<file path="src/rtl/stream_downsizer_fifo.sv">
// -----------------------------------------------------------------------------
// stream_downsizer_fifo
//
// Purpose:
//   Buffered width-down converter. Full DATA_WIDTH words enter a DEPTH-entry
//   FIFO over a valid/ready stream. Each stored word leaves as
//   RATIO = DATA_WIDTH/OUT_WIDTH narrow beats, least-significant slice first.
//   The packet-end flag of a word is carried only on that word's final beat.
//
// Handshake: a transfer happens on a rising clk edge where valid && ready.
//   The source holds valid/data/last stable until that edge. Neither ready
//   depends combinationally on the opposite side's valid, and there is no
//   combinational path from the input side to the output side.
//
// Ports:
//   clk        in   1                 single rising-edge clock
//   reset      in   1                 asynchronous, active-low reset
//   in_valid   in   1                 input word valid
//   in_ready   out  1                 FIFO can accept a word this cycle
//   in_data    in   DATA_WIDTH        input word
//   in_last    in   1                 word is the final word of a packet
//   out_valid  out  1                 output beat valid
//   out_ready  in   1                 downstream accepts the beat
//   out_data   out  OUT_WIDTH         current slice of the head word
//   out_last   out  1                 final beat of a packet
//   level      out  $clog2(DEPTH+1)   words held, including the partial head
// -----------------------------------------------------------------------------
module stream_downsizer_fifo #(
    parameter int DATA_WIDTH = 64,
    parameter int OUT_WIDTH  = 16,
    parameter int DEPTH      = 4
) (
    input  logic                         clk,
    input  logic                         reset,
    input  logic                         in_valid,
    output logic                         in_ready,
    input  logic [DATA_WIDTH-1:0]        in_data,
    input  logic                         in_last,
    output logic                         out_valid,
    input  logic                         out_ready,
    output logic [OUT_WIDTH-1:0]         out_data,
    output logic                         out_last,
    output logic [$clog2(DEPTH+1)-1:0]   level
);

    localparam int RATIO = DATA_WIDTH / OUT_WIDTH;
    localparam int PW    = $clog2(DEPTH);
    localparam int LW    = $clog2(DEPTH + 1);
    // A one-beat word still needs a one-bit counter; it simply never leaves 0.
    localparam int SW    = (RATIO > 1) ? $clog2(RATIO) : 1;

    // Word storage; the last flag lives beside its word.
    logic [DATA_WIDTH-1:0] data_mem_q [DEPTH];
    logic [DEPTH-1:0]      last_mem_q;

    logic [PW-1:0] wr_ptr_q, wr_ptr_d;
    logic [PW-1:0] rd_ptr_q, rd_ptr_d;
    logic [LW-1:0] level_q,  level_d;
    logic [SW-1:0] slice_q,  slice_d;

    logic                  push;
    logic                  beat;
    logic                  last_beat;
    logic                  pop;
    logic [DATA_WIDTH-1:0] head_data;
    logic                  head_last;
    logic [OUT_WIDTH-1:0]  head_slice;

    // Ready comes from the registered level only: a full FIFO refuses a word
    // even in a cycle where the head is being freed.
    assign in_ready  = reset && (level_q != LW'(DEPTH));
    assign out_valid = reset && (level_q != '0);
    assign level     = level_q;

    assign push      = in_valid && in_ready;
    assign beat      = out_valid && out_ready;
    assign last_beat = (slice_q == SW'(RATIO - 1));
    assign pop       = beat && last_beat;

    assign head_data = data_mem_q[rd_ptr_q];
    assign head_last = last_mem_q[rd_ptr_q];

    // Slice mux with constant part-select bases.
    always_comb begin
        head_slice = '0;
        for (int i = 0; i < RATIO; i++) begin
            if (slice_q == SW'(i)) begin
                head_slice = head_data[i*OUT_WIDTH +: OUT_WIDTH];
            end
        end
    end

    // Outputs read as zero when nothing valid is held (including in reset),
    // so stale memory contents never leak onto the bus.
    assign out_data = out_valid ? head_slice : '0;
    assign out_last = out_valid && head_last && last_beat;

    always_comb begin
        wr_ptr_d = wr_ptr_q;
        rd_ptr_d = rd_ptr_q;
        level_d  = level_q;
        slice_d  = slice_q;

        if (push) begin
            wr_ptr_d = wr_ptr_q + PW'(1);
        end

        if (beat) begin
            if (last_beat) begin
                slice_d  = '0;
                rd_ptr_d = rd_ptr_q + PW'(1);
            end else begin
                slice_d  = slice_q + SW'(1);
            end
        end

        case ({push, pop})
            2'b10:   level_d = level_q + LW'(1);
            2'b01:   level_d = level_q - LW'(1);
            default: level_d = level_q;
        endcase
    end

    always_ff @(posedge clk or negedge reset) begin
        if (!reset) begin
            wr_ptr_q <= '0;
            rd_ptr_q <= '0;
            level_q  <= '0;
            slice_q  <= '0;
        end else begin
            wr_ptr_q <= wr_ptr_d;
            rd_ptr_q <= rd_ptr_d;
            level_q  <= level_d;
            slice_q  <= slice_d;
        end
    end

    // Storage needs no reset: nothing is read until level says it was written.
    always_ff @(posedge clk) begin
        if (push) begin
            data_mem_q[wr_ptr_q] <= in_data;
            last_mem_q[wr_ptr_q] <= in_last;
        end
    end

endmodule

</file>
<file path="config.mk">
export PLATFORM = sky130hd
export DESIGN_NAME = stream_downsizer_fifo
export DESIGN_NICKNAME = d
export VERILOG_FILES = /design/src/rtl/stream_downsizer_fifo.sv
export SDC_FILE = /design/constraint.sdc
export NUM_CORES = 1
export LEC_CHECK = 0
export CAP_MARGIN = 25
export CORE_UTILIZATION = 47
export DETAILED_ROUTE_END_ITERATION = 10
export GPL_TIMING_DRIVEN = 0
export PLACE_DENSITY = 0.67
export SETUP_SLACK_MARGIN = 0.1
export SYNTH_ARGS = -nofsm -noshare
export SYNTH_HDL_FRONTEND = slang
export SYNTH_SLANG_ARGS = --single-unit
</file>
<file path="constraint.sdc">
create_clock -name clk -period 3.9 [get_ports clk]
set_input_delay 0.975 -clock clk [delete_from_list [all_inputs] [get_ports clk]]
set_output_delay 0.975 -clock clk [all_outputs]
set_load 0.01 [all_outputs]
</file>
==> results.json, run 1 <==
{
  "drtPass1Iterations": 7,
  "maxUsedRoutingLayer": "met4",
  "wl_met2_um": 11300,
  "dieHeight_um": 152,
  "routedWlPerCell_um": 22.7,
  "synth_warnings": 0,
  "finalSetupViolCount": 0,
  "drv_cap": 0,
  "relSlewSlack_pct": 63.9,
  "grt_pass1_vias": 6152,
  "layout_setup_ws_ns": 0.194,
  "p_seq_share_pct": 41.7,
  "outcome": "finished, violations left",
  "power_frac_comb_pct": 31.3,
  "antenna_cells": 0,
  "synth_cell_type_count": 31,
  "ys_seq_area_share_pct": 75.5,
  "critPathLaunchType": "register",
  "avgSynthCellArea_um2": 17.9,
  "report.final.slew_viol_count": 0,
  "grt_use_total_pct": 20.3,
  "core_area_mm2": 0.0220,
  "fillers": 1679,
  "grt_overflow_total": 0,
  "nets": 799,
  "worst_pin_slew_ns": 0.542,
  "p_int_w": 0.00600,
  "period_share_pct": 95.0,
  "cts-hold-fix-buffers": 0,
  "fin_cells": 1017,
  "switching_power_w": 0.00275,
  "synth_edf_count": 260,
  "crit_fanout": 10,
  "syn_nets": 672,
  "cp-end-kind": "output port",
  "routed_wl_um": 23100,
  "place_ws_ns": -0.771,
  "max_freq_mhz": 270,
  "vias": 5768,
  "start_util_pct": 48.3,
  "pin_count": 91,
  "synth_area_mm2": 0.0106,
  "clkPwrFrac_pct": 27.0,
  "dieArea_mm2": 0.0232,
  "numCtsBuffers": 28,
  "place_inst": 967,
  "violations": "DRC",
  "cp.arrival_ns": 2.73,
  "netlist_top_cells_area": "edfxtp_1 73%, mux2i_1 12%, o22ai_1 2.8%, dfrtp_1 2.1%, a221o_1 1.5%",
  "antenna_left": 0,
  "hp-class": "primary input to async pin",
  "multi_input_area_mm2": 0.00247,
  "fin_crit_ns": 3.71,
  "critPathRequiredTime_ns": 2.92,
  "hpwl_um": 14800,
  "worstSkewPairLatency_ns": 0.54,
  "leakage_nw": 4.47,
  "path_class": "register to output port",
  "drt-met1-wl_um": 9870,
  "portBuffers": 90,
  "place_congestion": 0.732,
  "drt_iter0_markers": 361,
  "yosysMostFrequentCell": "edfxtp_1",
  "core.rowCount": 54,
  "htree_levels": 1,
  "hold_viol": 0,
  "worst_hold_slack_ns": 0.427,
  "die_w_um": 152,
  "fin_skew_ns": 0.00786,
  "synthCells": 593,
  "area_growth_syn_to_layout_pct": 21.0,
  "grt_max_degree": 49,
  "ys_seq_elements": 269,
  "antenna_found_initial": 0,
  "ys.flop_type": "edfxtp_1",
  "cts_tree": "built",
  "rsz0062_at_grt": "yes",
  "grt_pass1_wl_um": 35400,
  "p_per_area_mw_per_mm2": 680,
  "async_reset_ff_share_pct": 3.35,
  "vdd_ir_drop_max_mv": 0.382,
  "p_sw_share_pct": 31.4,
  "synth_common_cells": "260 x edfxtp_1, 129 x mux2i_1, 48 x o22ai_1",
  "cts_root_buffer": "clkbuf_16",
  "drc_errors": 6,
  "cts.sinks": 269,
  "synth_area_leader_cell": "edfxtp_1",
  "cts_max_path_buffers": 3,
  "drive_gt1_share_pct": 13.3,
  "wl_met3_um": 1370,
  "regArea_mm2": 0.00803,
  "viasPerCell": 5.67,
  "clk_pin_slew_ns": 0.06,
  "synth_top_area_share_pct": 73.4
}
-- cells in the final DEF, fill, tap and decap left out, types with 12 or more instances in the layout --
cell type,synthesis,routed
edfxtp_1,260,260
a221o_1,16,16
clkdlybuf4s50_1,0,73
clkbuf_1,10,13
mux2i_1,129,129
clkbuf_16,0,29
o22ai_1,48,47
nor2_1,17,17
clkbuf_2,0,12
buf_2,13,12
o21bai_1,16,13
-- final timing paths --
check	from	end	slack, ns	cells past startpoint
worst max-delay path	slice_q[0]	out_data[6]	0.19	8
min in group clk	wr_ptr_q[1]	wr_ptr_q[1]	0.58	1
worst max register to register	slice_q[0]	level[2]	1.45	9
worst min register to register	wr_ptr_q[1]	wr_ptr_q[1]	0.58	1
max in group asynchronous	reset	slice_q[0]	3.22	1
worst min-delay path	reset	level[0]	0.43	1
-- worst max-delay path, cell delays in order (launching register included) --
cell	delay, ns
dfrtp_1	0.43
ha_1	0.26
or3b_1	0.35
clkbuf_4	0.20
buf_6	0.16
o22ai_1	0.21
o21bai_2	0.12
a21oi_2	0.18
dlygate4sd2_1	0.28
-- timing repair --
action | 4_1_cts | 5_1_grt
pin swaps | 1 | 7
resized for setup | 38 | 20
setup buffers | 1 | 2
hold endpoints to repair | 0 | 0
setup endpoints to repair | 19 | 10
-- flip-flops by register name, indices dropped and copies added (netlist names) --
signal,flops
data_mem_q,256
last_mem_q,4
level,3
rd_ptr_q,2
slice_q,2
wr_ptr_q,2
-- layer usage --
layer | vias up | track usage [%]
li1 | 2621 | -
met1 | 2937 | 26.7
met2 | 173 | 35.2
met3 | 37 | 3.10
met4 | 0 | 5.34
met5 | - | 0
-- final cells by class --
cell class	instances	area share (%)
sequential	269	62.4
multi-input combinational	282	19.2
timing repair buffer	97	7.68
clock buffer	38	5.90
tap	280	2.72
buffer	32	1.53
clock inverter	9	0.301
inverter	10	0.292
-- power by group through the flow --
stage	sequential, W	clock [W]	combinational (W)
2_1_floorplan	0.00370	0	0.00167
3_3_place_gp	0.00372	0	0.00262
3_5_place_dp	0.00371	0	0.00273
4_1_cts	0.00365	0.00240	0.00274
5_1_grt	0.00367	0.00252	0.00294
6_report	0.00365	0.00236	0.00274
-- kinds of logic (layout without fill, tap and decap cells) --
logic type | count (synthesis) | in the layout | share of synthesized area [%]
simple gates | 35 | 35 | 1.59
flops | 269 | 269 | 75.5
xor+xnor | 6 | 6 | 0.494
fa+ha+maj | 10 | 10 | 1.25
compound gates | 99 | 99 | 6.60
mux | 132 | 132 | 12.6
buf+inv | 42 | 186 | 2.02
-- per-stage QoR --
step	total power [W]	cell area, um^2	TNS (ns)	util, %
6_report	0.00875	12900	0	58.5
5_1_grt	0.00913	12900	0	58.5
4_1_cts	0.00878	12900	0	58.4
3_5_place_dp	0.00644	12000	-8.93	54.6
3_3_place_gp	0.00635	11900	-441.25	54.0
2_1_floorplan	0.00537	10600	0	-
Power figures use the tool's default switching activity.
==> inputs of run 2 (changes only) <==
Settings changed: CTS_BUF_LIST from default to sky130_fd_sc_hd__clkbuf_8, PLACE_DENSITY 0.67 to 0.73.
==> results.json, run 2 (synthesis gave the netlist of run 1 again) <==
{
  "clkPwrFrac_pct": 25.1,
  "max_stage_delay_ns": 0.44,
  "maxUsedRoutingLayer": "met4",
  "utilization_pct": 58.3,
  "finalSetupViolCount": 0,
  "rsz0062_at_grt": "no",
  "vdd_ir_drop_max_mv": 0.269,
  "cts_tree": "built",
  "grt_overflow_total": 0,
  "worstSkewPairLatency_ns": 0.55,
  "cts-hold-fix-buffers": 0,
  "largest_reg_flops": 256,
  "cp-endpoint": "out_data[6]",
  "cp_top_family": "buffers and inverters",
  "viasPerCell": 5.58,
  "die_w_um": 152,
  "relSlewSlack_pct": 64.7,
  "worst_pin_slew_ns": 0.530,
  "outcome": "finished, violations left",
  "dpl-instance-area_mm2": 0.0120,
  "dieArea_mm2": 0.0232,
  "grt_use_total_pct": 19.6,
  "wl_met3_um": 1290,
  "hold_viol": 0,
  "start_util_pct": 48.3,
  "grt_pass1_wl_um": 34100,
  "antenna_left": 0,
  "violations": "DRC",
  "period_share_pct": 94.8,
  "p_seq_share_pct": 43.1,
  "drc_errors": 4,
  "layout_commonest_cell": "edfxtp_1",
  "p_sw_share_pct": 32.2,
  "htree_levels": 2,
  "drt_iter0_markers": 373,
  "area_growth_syn_to_layout_pct": 20.7,
  "fillers": 1634,
  "drt-met1-wl_um": 9290,
  "hpwl_um": 14500,
  "p_per_area_mw_per_mm2": 659,
  "nets": 812,
  "multi_input_area_mm2": 0.00247,
  "rr_startpoint": "slice_q[0]",
  "fin_skew_ns": 0.0174,
  "grt_pass1_vias": 6248,
  "r2r_slack_ns": 1.46,
  "routed_wl_um": 22600,
  "critPathRequiredTime_ns": 2.92,
  "cp.arrival_ns": 2.72,
  "cts_max_path_buffers": 3,
  "cts.sinks": 269,
  "vias": 5847,
  "core.rowCount": 54,
  "regArea_mm2": 0.00803,
  "power_frac_comb_pct": 31.7,
  "report.final.slew_viol_count": 0,
  "drive_gt1_share_pct": 14.9,
  "critPathLaunchType": "register",
  "max_freq_mhz": 270,
  "crit_chain": "inv_2 > ha_1 > or3b_1 > clkbuf_4 > buf_6 > o22ai_1 > o21bai_1 > a21oi_2 > dlygate4sd2_1",
  "tns_ns": 0,
  "core_area_mm2": 0.0220,
  "drv_cap": 0,
  "path_class": "register to output port",
  "grt_max_degree": 58,
  "startpoint": "slice_q[0]",
  "r2r_end": "level[2]",
  "cp-end-kind": "output port",
  "portBuffers": 90,
  "r2r_cells": 9,
  "place_congestion": 0.792,
  "top_register": "data_mem_q",
  "antenna_found_initial": 1,
  "leakage_nw": 4.55,
  "slowest_stage": "dfrtp_2",
  "dieHeight_um": 152,
  "crit_fanout": 10,
  "switching_power_w": 0.00273,
  "drtPass1Iterations": 10,
  "crit_buf_inv": 4,
  "routedWlPerCell_um": 21.5,
  "hp-class": "primary input to async pin",
  "p_int_w": 0.00573,
  "fin_crit_ns": 3.70,
  "clk_pin_slew_ns": 0.06,
  "finish.instance_area_mm2": 0.0128,
  "pin_count": 91,
  "layout_common_cells": "260 x edfxtp_1, 129 x mux2i_1, 73 x clkdlybuf4s50_1",
  "path_depth": 9,
  "numCtsBuffers": 42,
  "cts_root_buffer": "clkbuf_8",
  "wl_met2_um": 11400
}
run 2: routing by layer:
metal | GRT usage, % | vias up
met5 | 0 | -
met4 | 7.89 | 0
met3 | 3.44 | 45
met2 | 33.9 | 207
met1 | 24.5 | 2935
li1 | - | 2660
run 2: layout make-up:
| type | instances | share of cell area, % |
|---|---|---|
| clock inverters | 33 | 1.13 |
| diodes | 1 | 0.0195 |
| multi-input cells | 282 | 19.2 |
| flip-flops and latches | 269 | 62.6 |
| plain buffers | 32 | 1.45 |
| clock buffers | 45 | 4.82 |
| inverters | 10 | 0.292 |
| well taps | 280 | 2.73 |
| repair buffers | 96 | 7.78 |
run 2: through the flow:
step / power [W] / hold slack (ns) / worst slack, ns / cells
floorplan: 0.00537 / 0.512 / 0.565 / 593
finish: 0.00846 / 0.428 / 0.203 / 1048
global placement: 0.00629 / 0.520 / -1.55 / 963
detailed placement: 0.00638 / 0.547 / -0.661 / 967
global route: 0.00885 / 0.428 / 0.109 / 1048
CTS: 0.00848 / 0.414 / -0.119 / 1046
run 2: worst reg2reg max path, cell delays in order, from the launching register on:
cell and delay [ns]:
dfrtp_2 0.41, ha_1 0.19, clkbuf_1 0.36, and3_1 0.35, ha_1 0.22, inv_1 0.06, fa_1 0.37, xor2_1 0.15
nor2_1 0.11, xor2_1 0.15
run 2: worst min path at each step:
| stage | cells past startpoint | endpoint | slack, ns |
|---|---|---|---|
| final | 1 | rd_ptr_q[1] | 0.43 |
| after global routing | 1 | rd_ptr_q[1] | 0.43 |
| after CTS | 1 | wr_ptr_q[0] | 0.41 |
| after detailed placement | 1 | slice_q[1] | 0.55 |
| after global placement | 1 | wr_ptr_q[1] | 0.52 |
| after floorplan | 1 | wr_ptr_q[1] | 0.51 |
run 2: what timing repair did:
action                                  4_1_cts  5_1_grt
resized for setup                            24       30
pin swaps                                     1        3
endpoints found under the setup margin       19       13
setup buffers                                 1        1
run 2: power by group through the flow:
stage / registers, W / clock network (W) / logic (W)
floorplan: 0.00370 / 0 / 0.00167
global placement: 0.00372 / 0 / 0.00257
detailed placement: 0.00371 / 0 / 0.00267
CTS: 0.00365 / 0.00217 / 0.00266
global route: 0.00367 / 0.00231 / 0.00287
finish: 0.00365 / 0.00212 / 0.00269
==> inputs of run 3 (changes only) <==
Settings changed: CTS_CLUSTER_DIAMETER from default to 100, HOLD_SLACK_MARGIN from default to 0.06.
==> results of run 3 <==
Final layout, timing and power as in run 2 (identical DEF).
